===== src/rtl/reg_bank.sv =====
`default_nettype none
// ============================================================================
//  Module   : reg_bank
//  Purpose  : Bank of NUM_REGS registers, DATA_WIDTH bits each, on a
//             valid/ready request bus with a single-slot response.
//             Writes are byte-strobed. Registers selected by RO_MASK ignore
//             bus writes. Accesses to an out-of-range address return err.
//             Every register is also visible in parallel on regs_out.
//  Ports    : clk, rst                 - clock, asynchronous active-high reset
//             valid, ready             - request handshake
//             wr, addr, wdata, wstrb   - request payload
//             rsp_valid, rsp_ready     - response handshake
//             rdata, err               - response payload
//             regs_out                 - flattened register contents
//                                        (register i at [i*DATA_WIDTH +: DATA_WIDTH])
//  Revision : 1.0 - initial release
// ============================================================================
module reg_bank #(
    parameter int                        DATA_WIDTH  = 32,
    parameter int                        NUM_REGS    = 8,
    parameter int                        ADDR_WIDTH  = 4,
    parameter logic [NUM_REGS-1:0]       RO_MASK     = '0,
    parameter logic [DATA_WIDTH-1:0]     RESET_VALUE = '0
) (
    input  logic                           clk,
    input  logic                           rst,
    input  logic                           valid,
    output logic                           ready,
    input  logic                           wr,
    input  logic [ADDR_WIDTH-1:0]          addr,
    input  logic [DATA_WIDTH-1:0]          wdata,
    input  logic [DATA_WIDTH/8-1:0]        wstrb,
    output logic                           rsp_valid,
    input  logic                           rsp_ready,
    output logic [DATA_WIDTH-1:0]          rdata,
    output logic                           err,
    output logic [NUM_REGS*DATA_WIDTH-1:0] regs_out
);

    localparam int c_NBYTES = DATA_WIDTH / 8;

    // ------------------------------------------------------------------------
    // Elaboration-time parameter sanity checks
    // ------------------------------------------------------------------------
    if ((DATA_WIDTH < 8) || ((DATA_WIDTH % 8) != 0)) begin : g_bad_data_width
        $error("reg_bank: DATA_WIDTH must be a non-zero multiple of 8");
    end

    if ((NUM_REGS < 1) || (NUM_REGS > (2 ** ADDR_WIDTH))) begin : g_bad_num_regs
        $error("reg_bank: NUM_REGS must be in 1..2**ADDR_WIDTH");
    end

    // ------------------------------------------------------------------------
    // Request decode
    // ------------------------------------------------------------------------
    logic                    r_rsp_valid;
    logic [DATA_WIDTH-1:0]   r_rdata;
    logic                    r_err;

    logic                    w_accept;
    logic [NUM_REGS-1:0]     w_addr_hit;
    logic                    w_in_range;
    logic                    w_ro_hit;
    logic [DATA_WIDTH-1:0]   w_rd_reg;
    logic [DATA_WIDTH-1:0]   w_regs [NUM_REGS];

    // The response slot is the only stall source: a new request can enter
    // whenever the slot is empty or is being drained on this same edge.
    assign ready    = !r_rsp_valid || rsp_ready;
    assign w_accept = valid && ready;

    // One-hot address decode. An address with no hit is out of range, which
    // avoids a width-sensitive compare against NUM_REGS when NUM_REGS equals
    // 2**ADDR_WIDTH.
    for (genvar i = 0; i < NUM_REGS; i++) begin : g_decode
        assign w_addr_hit[i] = (addr == ADDR_WIDTH'(i));
    end

    assign w_in_range = |w_addr_hit;

    // Read mux and read-only lookup. Both fall back to zero for an
    // out-of-range address so the response data is zero there for free.
    always_comb begin
        w_rd_reg = '0;
        w_ro_hit = 1'b0;
        for (int i = 0; i < NUM_REGS; i++) begin
            if (w_addr_hit[i]) begin
                w_rd_reg = w_regs[i];
                w_ro_hit = RO_MASK[i];
            end
        end
    end

    // ------------------------------------------------------------------------
    // Register storage
    // ------------------------------------------------------------------------
    for (genvar i = 0; i < NUM_REGS; i++) begin : g_reg
        logic [DATA_WIDTH-1:0] r_q;
        logic                  w_we;

        // Read-only registers simply never see a write enable.
        assign w_we = w_accept && wr && w_addr_hit[i] && !RO_MASK[i];

        always_ff @(posedge clk or posedge rst) begin
            if (rst) begin
                r_q <= RESET_VALUE;
            end else if (w_we) begin
                for (int k = 0; k < c_NBYTES; k++) begin
                    if (wstrb[k]) begin
                        r_q[k*8 +: 8] <= wdata[k*8 +: 8];
                    end
                end
            end
        end

        assign w_regs[i]                              = r_q;
        assign regs_out[i*DATA_WIDTH +: DATA_WIDTH]   = r_q;
    end

    // ------------------------------------------------------------------------
    // Response slot
    // ------------------------------------------------------------------------
    // Read data is sampled from the register outputs before the edge, so a
    // read sees the old value even if a write could land on the same edge.
    always_ff @(posedge clk or posedge rst) begin
        if (rst) begin
            r_rsp_valid <= 1'b0;
            r_rdata     <= '0;
            r_err       <= 1'b0;
        end else if (w_accept) begin
            r_rsp_valid <= 1'b1;
            r_rdata     <= wr ? '0 : w_rd_reg;
            r_err       <= !w_in_range || (wr && w_ro_hit);
        end else if (rsp_ready) begin
            // Drained with nothing new behind it; payload is left as-is.
            r_rsp_valid <= 1'b0;
        end
    end

    assign rsp_valid = r_rsp_valid;
    assign rdata     = r_rdata;
    assign err       = r_err;

endmodule
`default_nettype wire

===== config.mk =====
export PLATFORM = sky130hd
export DESIGN_NAME = reg_bank
export DESIGN_NICKNAME = d
export VERILOG_FILES = /design/src/rtl/reg_bank.sv
export SDC_FILE = /design/constraint.sdc
export NUM_CORES = 1
export LEC_CHECK = 0
export BUFFER_PORTS_ARGS = -buffer_cell sky130_fd_sc_hd__clkbuf_2
export CORE_AREA = 2 2 120 210
export CTS_CLUSTER_SIZE = 12
export DETAILED_ROUTE_END_ITERATION = 7
export DIE_AREA = 0 0 122 212
export GPL_ROUTABILITY_DRIVEN = 0
export GPL_TIMING_DRIVEN = 0
export PLACE_DENSITY = 0.87
export SYNTH_ARGS = -nofsm -noshare
export SYNTH_HDL_FRONTEND = slang
export SYNTH_SLANG_ARGS = --single-unit

===== constraint.sdc =====
create_clock -name clk -period 24.4 [get_ports clk]
set_input_delay 4.88 -clock clk [delete_from_list [all_inputs] [get_ports clk]]
set_output_delay 4.88 -clock clk [all_outputs]
set_load 0.02 [all_outputs]

## Word-level counts from Yosys, hierarchy flattened

Cells that the tools add are included.

| storage, ports and cells | value |
|---|---|
| register bits after elaboration | 290 |
| input bits | 45 |
| output and inout port bits | 291 |

| operators by class | value |
|---|---|
| equality and inequality tests | 7 |
| mux-type cells | 11 |
| reduce and logical (&&, ||, !) cells | 48 |

Operator list:

| operator | number |
|---|---|
| $mux 32 | 9 |
| $reduce_and 2->1 | 32 |
| $eq 4x3->1 const B | 4 |
| $logic_and 1x1->1 | 10 |
| $eq 4x2->1 const B | 2 |
| $reduce_or 8->1 | 1 |
| $eq 4x1->1 const B | 1 |
| $logic_not 4->1 | 1 |
| $logic_not 1->1 | 2 |
| $mux 1 | 2 |
| $reduce_bool 2->1 | 1 |
| $logic_or 1x1->1 | 1 |

## Depth between registers and ports, before layout

Gate-level depths: netlist of the first run.

| logic depth | value |
|---|---|
| depth after elaboration | 10 |
| depth in mapped cells | 8 |
| depth with buffers taken out | 5 |

## Least setup slack after synthesis of the first run

OpenSTA, ideal clock, no wires.

| timing | value |
|---|---|
| path kind | input to output |
| start point | input rsp_ready |
| end point | output ready |
| arrival | 5.275 ns |
| data required time | 19.520 ns |
| slack | 14.245 ns |
| cell stages on the path | 2 |
| buffers on the path | 0 |
| path through | nor2b_1 -> inv_1 |

| between the ends | value |
|---|---|
| longest elaborated chain between the ends | 1 |

Ends and longest elaborated chain:

| item | line | RTL |
|---|---|---|
| from (decl) | 34 | `input logic rsp_ready,` |
| $logic_or 1x1->1 | 69 | `assign ready = !r_rsp_valid \|\| rsp_ready;` |
| to (decl) | 28 | `output logic ready,` |

No other way between the ends.

## Worst setup path after layout of the first run

Ends and elaborated chain as after synthesis.

==> results.sh, run 1 <==
export IMPL_outcome="complete, no violations"
export IMPL_p_leak_nw=8.745
export IMPL_syn2layout_area_growth_pct=20.93
export IMPL_insertion_delay_ns=0.55
export IMPL_cp_data_required_time_ns=19.52
export IMPL_dpl_hpwl_mm=34.35
export IMPL_io_buffers=334
export IMPL_critPathCaptureType="primary output"
export IMPL_layout_commonest_cell="clkbuf_2"
export IMPL_dieWidth_um=122
export IMPL_postRouteAntennaNets=0
export IMPL_cts_sinks=290
export IMPL_drt_iter0_drc=816
export IMPL_ys_seq_area_share_pct=52.48
export IMPL_drtPass1Iterations=5
export IMPL_antenna_found_initial=0
export IMPL_period_share_pct=42.68
export IMPL_fin_crit_ns=10.41
export IMPL_drv_cap=0
export IMPL_rsz0062_at_grt="false"
export IMPL_hp_class="reg2reg"
export IMPL_initial_core_util_pct=57.02
export IMPL_synthArstFlopShare_pct=100.0
export IMPL_tns_ns=0
export IMPL_drv_slew=0
export IMPL_grt_pass1_vias=11570
export IMPL_num_antenna_cells=0
export IMPL_power_density_nw_per_um2=73.17
export IMPL_hold_ws_ns=0.4867
export IMPL_fmax_mhz=96.04
export IMPL_synth_flop_cell="dfrtp_1"
export IMPL_drive_above_1_share_pct=49.79
export IMPL_htreeDepth=1
export IMPL_synth_edf_count=0
export IMPL_cts_setup_buffers=0
export IMPL_clockBufferDepth=3
export IMPL_viasPerCell=6.397
export IMPL_cts_resized=0
export IMPL_numCtsBuffers=28
export IMPL_cts_tree="built"
export IMPL_nets=1480
export IMPL_grt_use_total_pct=36.09
export IMPL_crit_type="in2out"
export IMPL_core_um2=24250
export IMPL_synth_seq_cells=290
export IMPL_worst_path_max_fanout=5
export IMPL_rows=76
export IMPL_vdd_drop_max_uv=58.94
export IMPL_synth_cell_types=42
export IMPL_hold_viol_final=0
export IMPL_ctsHoldBuffers=0
export IMPL_grt_pass1_wl_mm=69.29
export IMPL_syn_area_per_cell_um2=12.93
export IMPL_relSlewSlack_pct=31.63
export IMPL_mappedNetlistArea_um2=13830
export IMPL_start_kind="primary input"
export IMPL_clk_pin_slew_worst_paths_ns=0.06
export IMPL_setup_violations_final=0
export IMPL_wire_per_inst_um=26.92
export IMPL_dr_total_vias=11210
export IMPL_fill_cells=1774
export IMPL_layout_common_cells="clkbuf_2, dfrtp_1, mux2_2"
export IMPL_dieArea_um2=25860
export IMPL_yosys_warnings=0
export IMPL_synth_nets=1114
export IMPL_drc_errors=0
export IMPL_grt_max_degree=113
export IMPL_postRouteWirelength_mm=47.17
export IMPL_worst_pin_slew_ns=1.026
export IMPL_num_io_pins=336
export IMPL_worstPathArrival_ns=5.53
export IMPL_postSynthCellCount=1069
export IMPL_dieHeight_um=212
export IMPL_fin_worst_skew_ns=0.008123
export IMPL_grt_overflow=0
export IMPL_ctsRootBufferMaster="clkbuf_16"
==> final timing paths <==
check,from,to,slack (ns),cells past startpoint
min reg2reg,rdata[12],rdata[12],0.49,2
min in group asynchronous,rst,g_reg[3].r_q[22],4.41,2
min,rdata[12],rdata[12],0.49,2
max,rsp_ready,ready,13.99,4
max reg2reg,rsp_valid,g_reg[2].r_q[18],21.98,5
max in group asynchronous,rst,g_reg[7].r_q[31],19.01,3
==> cells in the mapped netlist (10+ instances only) <==
| cell type | count | area share (%) |
|---|---|---|
| nand3_2 | 12 | 0.87 |
| clkbuf_1 | 28 | 0.76 |
| mux2_2 | 253 | 21 |
| o22ai_2 | 20 | 1.8 |
| mux2i_1 | 59 | 4.3 |
| buf_2 | 25 | 0.90 |
| o21bai_1 | 22 | 1.2 |
| inv_1 | 13 | 0.35 |
| o211a_1 | 22 | 1.6 |
| nand3b_1 | 18 | 0.98 |
| nand2_1 | 46 | 1.2 |
| o22ai_1 | 24 | 1.1 |
| o41ai_2 | 21 | 2.5 |
| nand2b_1 | 14 | 0.63 |
| mux2_1 | 10 | 0.81 |
| o21ai_0 | 30 | 1.1 |
| dfrtp_1 | 290 | 52 |
| nor2_1 | 77 | 2.1 |
| nand3_1 | 12 | 0.43 |
==> kinds of logic after synthesis <==
kind of cell           Yosys count  share of synthesized area (%)
buffers and inverters           79                          2.724
muxes                          323                          25.85
DFF                            290                          52.48
and+or+nand+nor                197                          7.294
AOI/OAI and AO/OA              180                          11.65
==> worst max-delay path: stages <==
cell and delay [ns]:
clkbuf_2 0.08, nor2b_1 0.27, inv_1 0.12, clkbuf_2 0.17
==> power breakdown <==
part,switching (W),internal [W]
Clock,0.000176,0.000216
Sequential,0.0000417,0.000530
Combinational,0.000166,0.0000938
Total,0.000384,0.000840
==> through the flow <==
step	total power [W]	instances	setup slack, ns	util [%]	area (um2)
floorplan	0.0007285	1069	11.51	-	13830
global placement	0.0008241	1715	8.771	65.53	15890
detailed placement	0.0008354	1717	13.99	65.78	15950
CTS	0.001224	1752	13.98	68.96	16720
global route	0.001262	1752	13.92	68.96	16720
finish	0.001224	1752	13.99	68.96	16720
==> registers in the layout, indices dropped and copies added, names as in the netlist <==
signal / count
err: 1
g.r_q: 256
rdata: 32
rsp_valid: 1
==> area by class of cell <==
class                      instances  area [um2]  area share (%)
timing repair buffer             336        1727           10.33
buffer                            66       327.8           1.960
inverter                          13       56.30          0.3367
tap                              312       390.4           2.335
sequential                       290        7257           43.40
clock inverter                     1       5.005         0.02993
multi-input combinational        700        6193           37.04
clock buffer                      34       764.5           4.572
==> metal layers <==
layer	routed length, um	vias to the layer above	GRT usage, %
li1	-	4668	-
met3	3686	209	6.277
met2	23800	650	61.57
met5	0	-	0
met1	15940	5681	40.30
met4	3738	0	25.56
Power figures use the tool's default switching activity.
==> run 2, diff against run 1 <==
Settings changed: CORE_AREA 2 2 120 210 to 2 2 130 228, DIE_AREA 0 0 122 212 to 0 0 132 230, PLACE_DENSITY 0.87 to 0.78.
Clock period 24.4 ns to 8.56 ns, I/O delays scaled along.
==> run 2 against run 1 <==
Compared with the run above:
- routed wire length increased by 3.6%
- register-to-register slack got worse by 16 ns
- setup slack got worse by 9.7 ns
- clock skew about the same
- die area increased by 17%
- non-clock buffer count increased by 5
- via count decreased by 1.1%
- worst hold slack about the same
- clock-buffer cell count increased by 2
- critical endpoint unchanged
- largest power group unchanged
==> results.sh, run 2 (synthesized netlist as in run 1, its figures left out) <==
export IMPL_outcome="complete, no violations"
export IMPL_dpl_hpwl_mm=36.14
export IMPL_period_share_pct=49.65
export IMPL_rows=82
export IMPL_relSlewSlack_pct=30.67
export IMPL_worst_pin_slew_ns=1.040
export IMPL_grt_pass1_wl_mm=71.58
export IMPL_dieArea_um2=30360
export IMPL_wire_per_inst_um=26.78
export IMPL_setup_violations_final=0
export IMPL_grt_use_total_pct=31.54
export IMPL_postRouteAntennaNets=0
export IMPL_drv_slew=0
export IMPL_largest_reg_flops=256
export IMPL_hp_class="reg2reg"
export IMPL_cts_setup_buffers=0
export IMPL_syn2layout_area_growth_pct=22.21
export IMPL_fin_crit_ns=4.250
export IMPL_crit_type="in2out"
export IMPL_grt_overflow=0
export IMPL_max_stage_delay_ns=0.32
export IMPL_cpMaxStageDelayCell="nor2b_1"
export IMPL_io_buffers=334
export IMPL_core_um2=28420
export IMPL_regMostFlops="g.r_q"
export IMPL_antenna_found_initial=0
export IMPL_grt_util_met1_pct=34.94
export IMPL_viasPerCell=6.076
export IMPL_start_kind="primary input"
export IMPL_p_leak_nw=8.784
export IMPL_crit_top_cell="clkbuf_2"
export IMPL_hold_viol_final=0
export IMPL_clockBufferDepth=3
export IMPL_drt_iter0_drc=831
export IMPL_drc_errors=0
export IMPL_grt_util_met2_pct=56.38
export IMPL_numCtsBuffers=28
export IMPL_layout_common_cells="clkbuf_2, dfrtp_1, mux2_2"
export IMPL_power_density_nw_per_um2=207.2
export IMPL_critPathCaptureType="primary output"
export IMPL_fmax_mhz=235.3
export IMPL_cts_sinks=290
export IMPL_worstPathCellList="clkbuf_2 > nor2b_1 > inv_1 > clkbuf_2"
export IMPL_use_met3_pct=5.357
export IMPL_tns_ns=0
export IMPL_drive_above_1_share_pct=49.93
export IMPL_fin_worst_skew_ns=0.008156
export IMPL_insertion_delay_ns=0.55
export IMPL_cts_resized=0
export IMPL_layout_commonest_cell="clkbuf_2"
export IMPL_grt_pass1_vias=11190
export IMPL_worst_path_max_fanout=5
export IMPL_clk_pin_slew_worst_paths_ns=0.06
export IMPL_drtPass1Iterations=6
export IMPL_postRouteWirelength_mm=48.85
export IMPL_ctsRootBufferMaster="clkbuf_16"
export IMPL_cp_data_required_time_ns=6.85
export IMPL_dr_total_vias=11080
export IMPL_htreeDepth=1
export IMPL_drv_cap=0
export IMPL_num_antenna_cells=0
export IMPL_fill_cells=2351
export IMPL_cts_tree="built"
export IMPL_rsz0062_at_grt="false"
export IMPL_vdd_drop_max_uv=149.3
export IMPL_top_usage_layer="met2"
export IMPL_ctsHoldBuffers=0
export IMPL_nets=1485
export IMPL_worstPathArrival_ns=2.54
export IMPL_hold_ws_ns=0.4867
export IMPL_dieWidth_um=132
export IMPL_num_io_pins=336
export IMPL_dieHeight_um=230
export IMPL_initial_core_util_pct=48.65
export IMPL_grt_max_degree=43
-- run 2: changes by cell type in the layout (fill, tap and decap cells not counted), sizes merged --
cell / before / now
buf: 40 / 45
clkbuf: 396 / 398
clkinv: 1 / 0
clkinvlp: 0 / 1
inv: 13 / 12
-- run 2: routing by layer --
layer | part of all wire [%] | vias to the layer above | wire length (um)
li1 | - | 4687 | -
met1 | 34 | 5599 | 16750
met2 | 52 | 627 | 25450
met3 | 7.1 | 170 | 3459
met4 | 6.5 | 0 | 3186
met5 | 0 | - | 0
-- run 2: final timing paths --
path	startpoint	end	slack, ns	depth (start not counted)
setup / recovery	rsp_ready	ready	4.31	4
hold / removal	rdata[27]	rdata[27]	0.49	2
setup reg to reg	rsp_valid	rdata[14]	6.03	6
hold reg to reg	rdata[27]	rdata[27]	0.49	2
max in group asynchronous	rst	g_reg[3].r_q[8]	5.70	6
min in group asynchronous	rst	g_reg[1].r_q[27]	1.35	2
-- run 2: layout make-up --
| cell class | count | area [um2] | area share (%) |
|---|---|---|---|
| Inverter | 13 | 52.55 | 0.3110 |
| Timing Repair Buffer | 341 | 1812 | 10.72 |
| Clock buffer | 36 | 782.0 | 4.628 |
| Buffer | 66 | 327.8 | 1.940 |
| Tap cell | 378 | 473.0 | 2.799 |
| Multi-Input combinational cell | 700 | 6193 | 36.65 |
| Sequential cell | 290 | 7257 | 42.95 |
-- run 2: where the power goes --
| group | switching (W) | total [W] | internal (W) |
|---|---|---|---|
| clock network | 0.000500 | 0.00113 | 0.000626 |
| registers | 0.000122 | 0.00163 | 0.00151 |
| logic | 0.000472 | 0.000743 | 0.000271 |
-- run 2: per-stage QoR --
step / setup WS [ns] / total power [W] / std cells / utilization, % / cell area [um2]
finish: 4.310 / 0.003501 / 1824 / 59.46 / 16900
global route: 4.266 / 0.003627 / 1824 / 59.46 / 16900
CTS: 4.347 / 0.003511 / 1824 / 59.46 / 16900
detailed placement: 4.354 / 0.002393 / 1788 / 56.71 / 16120
global placement: 1.394 / 0.002365 / 1781 / 56.21 / 15980
floorplan: 3.001 / 0.002077 / 1069 / - / 13830
-- run 2: worst max-delay path: cells and delay by family --
family	cells	cell delay (ns)
AND/OR/NAND/NOR	1	0.32
buffers and inverters	3	0.50
==> run 3, diff against run 2 <==
Settings changed: CORE_AREA 2 2 130 228 to 2 2 124 217, DIE_AREA 0 0 132 230 to 0 0 126 219, PLACE_DENSITY 0.78 to 0.82.
Clock period 8.56 ns to 4.25 ns, I/O delays scaled along.
==> run 3 against run 2 <==
Compared with the run above:
- register-to-register slack lost 4.3 ns
- first-iteration DRC count shrank 19%
- global-route usage grew 3.0 points
- final cell count shrank 3.2%
- largest power group unchanged
- highest routed layer unchanged
==> results.sh, run 3 (synthesized netlist as in run 1, its figures left out) <==
export IMPL_dp_slack_ns=1.128
export IMPL_drv_slew=0
export IMPL_wire_per_inst_um=27.55
export IMPL_dieHeight_um=219
export IMPL_postRouteAntennaNets=0
export IMPL_worst_pin_slew_ns=1.109
export IMPL_regMostFlops="g.r_q"
export IMPL_drive_above_1_share_pct=50.00
export IMPL_io_buffers=334
export IMPL_cts_tree="built"
export IMPL_viasPerCell=6.310
export IMPL_fin_util_pct=65.33
export IMPL_maxUsedRoutingLayer="met4"
export IMPL_wl_met1_mm=16.03
export IMPL_drc_errors=0
export IMPL_htreeDepth=1
export IMPL_critPathCaptureType="register"
export IMPL_setup_ws_ns=1.507
export IMPL_drt_iter0_drc=669
export IMPL_start_kind="primary input"
export IMPL_setup_violations_final=0
export IMPL_cts_sinks=290
export IMPL_nets=1486
export IMPL_dpl_hpwl_mm=35.32
export IMPL_ctsHoldBuffers=0
export IMPL_crit_type="in2reg"
export IMPL_num_antenna_cells=0
export IMPL_syn2layout_area_growth_pct=21.74
export IMPL_clk_pin_slew_worst_paths_ns=0.06
export IMPL_grt_max_degree=44
export IMPL_rsz0062_at_grt="false"
export IMPL_cts_resized=0
export IMPL_worst_path_max_fanout=10
export IMPL_layout_common_cells="clkbuf_2, dfrtp_1, mux2_2"
export IMPL_numCtsBuffers=28
export IMPL_hp_class="in2async"
export IMPL_largest_reg_flops=256
export IMPL_drv_cap=0
export IMPL_fill_cells=2019
export IMPL_ctsRootBufferMaster="clkbuf_16"
export IMPL_relSlewSlack_pct=26.04
export IMPL_fmax_mhz=364.6
export IMPL_grt_pass1_vias=11720
export IMPL_p_leak_nw=8.789
export IMPL_grt_pass1_wl_mm=71.21
export IMPL_hold_viol_final=0
export IMPL_core_um2=25760
export IMPL_initial_core_util_pct=53.67
export IMPL_dr_total_vias=11140
export IMPL_layout_commonest_cell="clkbuf_2"
export IMPL_outcome="complete, no violations"
export IMPL_grt_overflow=0
export IMPL_wl_met2_mm=24.35
export IMPL_dieArea_um2=27590
export IMPL_drtPass1Iterations=5
export IMPL_rows=78
export IMPL_num_io_pins=336
export IMPL_clockBufferDepth=3
export IMPL_p_total_w=0.007053
export IMPL_tns_ns=0
export IMPL_dieWidth_um=126
export IMPL_insertion_delay_ns=0.56
export IMPL_fin_crit_ns=2.743
export IMPL_cts_setup_buffers=0
export IMPL_fin_worst_skew_ns=0.01644
export IMPL_vdd_drop_max_uv=325.8
export IMPL_postRouteWirelength_mm=48.65
export IMPL_worstPathArrival_ns=3.14
export IMPL_antenna_found_initial=0
export IMPL_power_density_nw_per_um2=419.0
export IMPL_grt_use_total_pct=34.53
export IMPL_period_share_pct=64.53
export IMPL_cp_data_required_time_ns=4.64
export IMPL_route_met3_wl_mm=3.855
run 3: cell types whose count changed in the layout (fill, tap and decap cells not counted), sizes merged:
| cell | previous run | this run |
|---|---|---|
| buf | 45 | 46 |
| clkbuf | 398 | 396 |
| clkinv | 0 | 1 |
run 3: worst paths after layout:
check                              endpoint  cells past startpoint      start  slack (ns)
setup / recovery                  rdata[20]                      8    addr[1]        1.51
hold / removal             g_reg[3].r_q[20]                      2        rst        0.30
setup reg to reg                  rdata[20]                      6  rsp_valid        1.77
hold reg to reg                   rdata[14]                      2  rdata[14]        0.48
max in group asynchronous  g_reg[2].r_q[12]                      6        rst        2.58
min in group clk                  rdata[14]                      2  rdata[14]        0.48
run 3: metrics by stage:
step	hold WS, ns	std cells	area [um2]
2_1_floorplan	0.5872	1069	13830
3_3_place_gp	0.4591	1723	15900
3_5_place_dp	0.4647	1731	16060
4_1_cts	0.2999	1766	16830
5_1_grt	0.3328	1766	16830
6_report	0.2996	1766	16830
run 3: final cells by class:
class | count | area (um2) | area share (%)
flip-flops and latches | 290 | 7257 | 43.11
multi-input cells | 700 | 6193 | 36.79
repair buffers | 342 | 1832 | 10.88
clock buffers | 34 | 764.5 | 4.542
well taps | 320 | 400.4 | 2.379
plain buffers | 66 | 327.8 | 1.948
inverters | 13 | 52.55 | 0.3122
clock inverters | 1 | 5.005 | 0.02973
run 3: critical path, cell delays in order:
cell      delay, ns
clkbuf_2       0.15
buf_2          0.29
buf_2          0.34
buf_2          0.33
nand3_1        0.29
clkbuf_1       0.43
o21bai_1       0.34
o41ai_2        0.10
run 3: layer usage:
| metal | vias up | GRT usage, % |
|---|---|---|
| li1 | 4684 | - |
| met1 | 5573 | 36.76 |
| met2 | 666 | 59.35 |
| met3 | 220 | 7.070 |
| met4 | 0 | 26.89 |
| met5 | - | 0 |
run 3: where the power goes:
group	switching (W)	internal, W	leakage [nW]	total [W]
Clock	0.00102	0.00124	0.379	0.00226
Sequential	0.000235	0.00304	3.92	0.00328
Combinational	0.000965	0.000548	4.49	0.00151
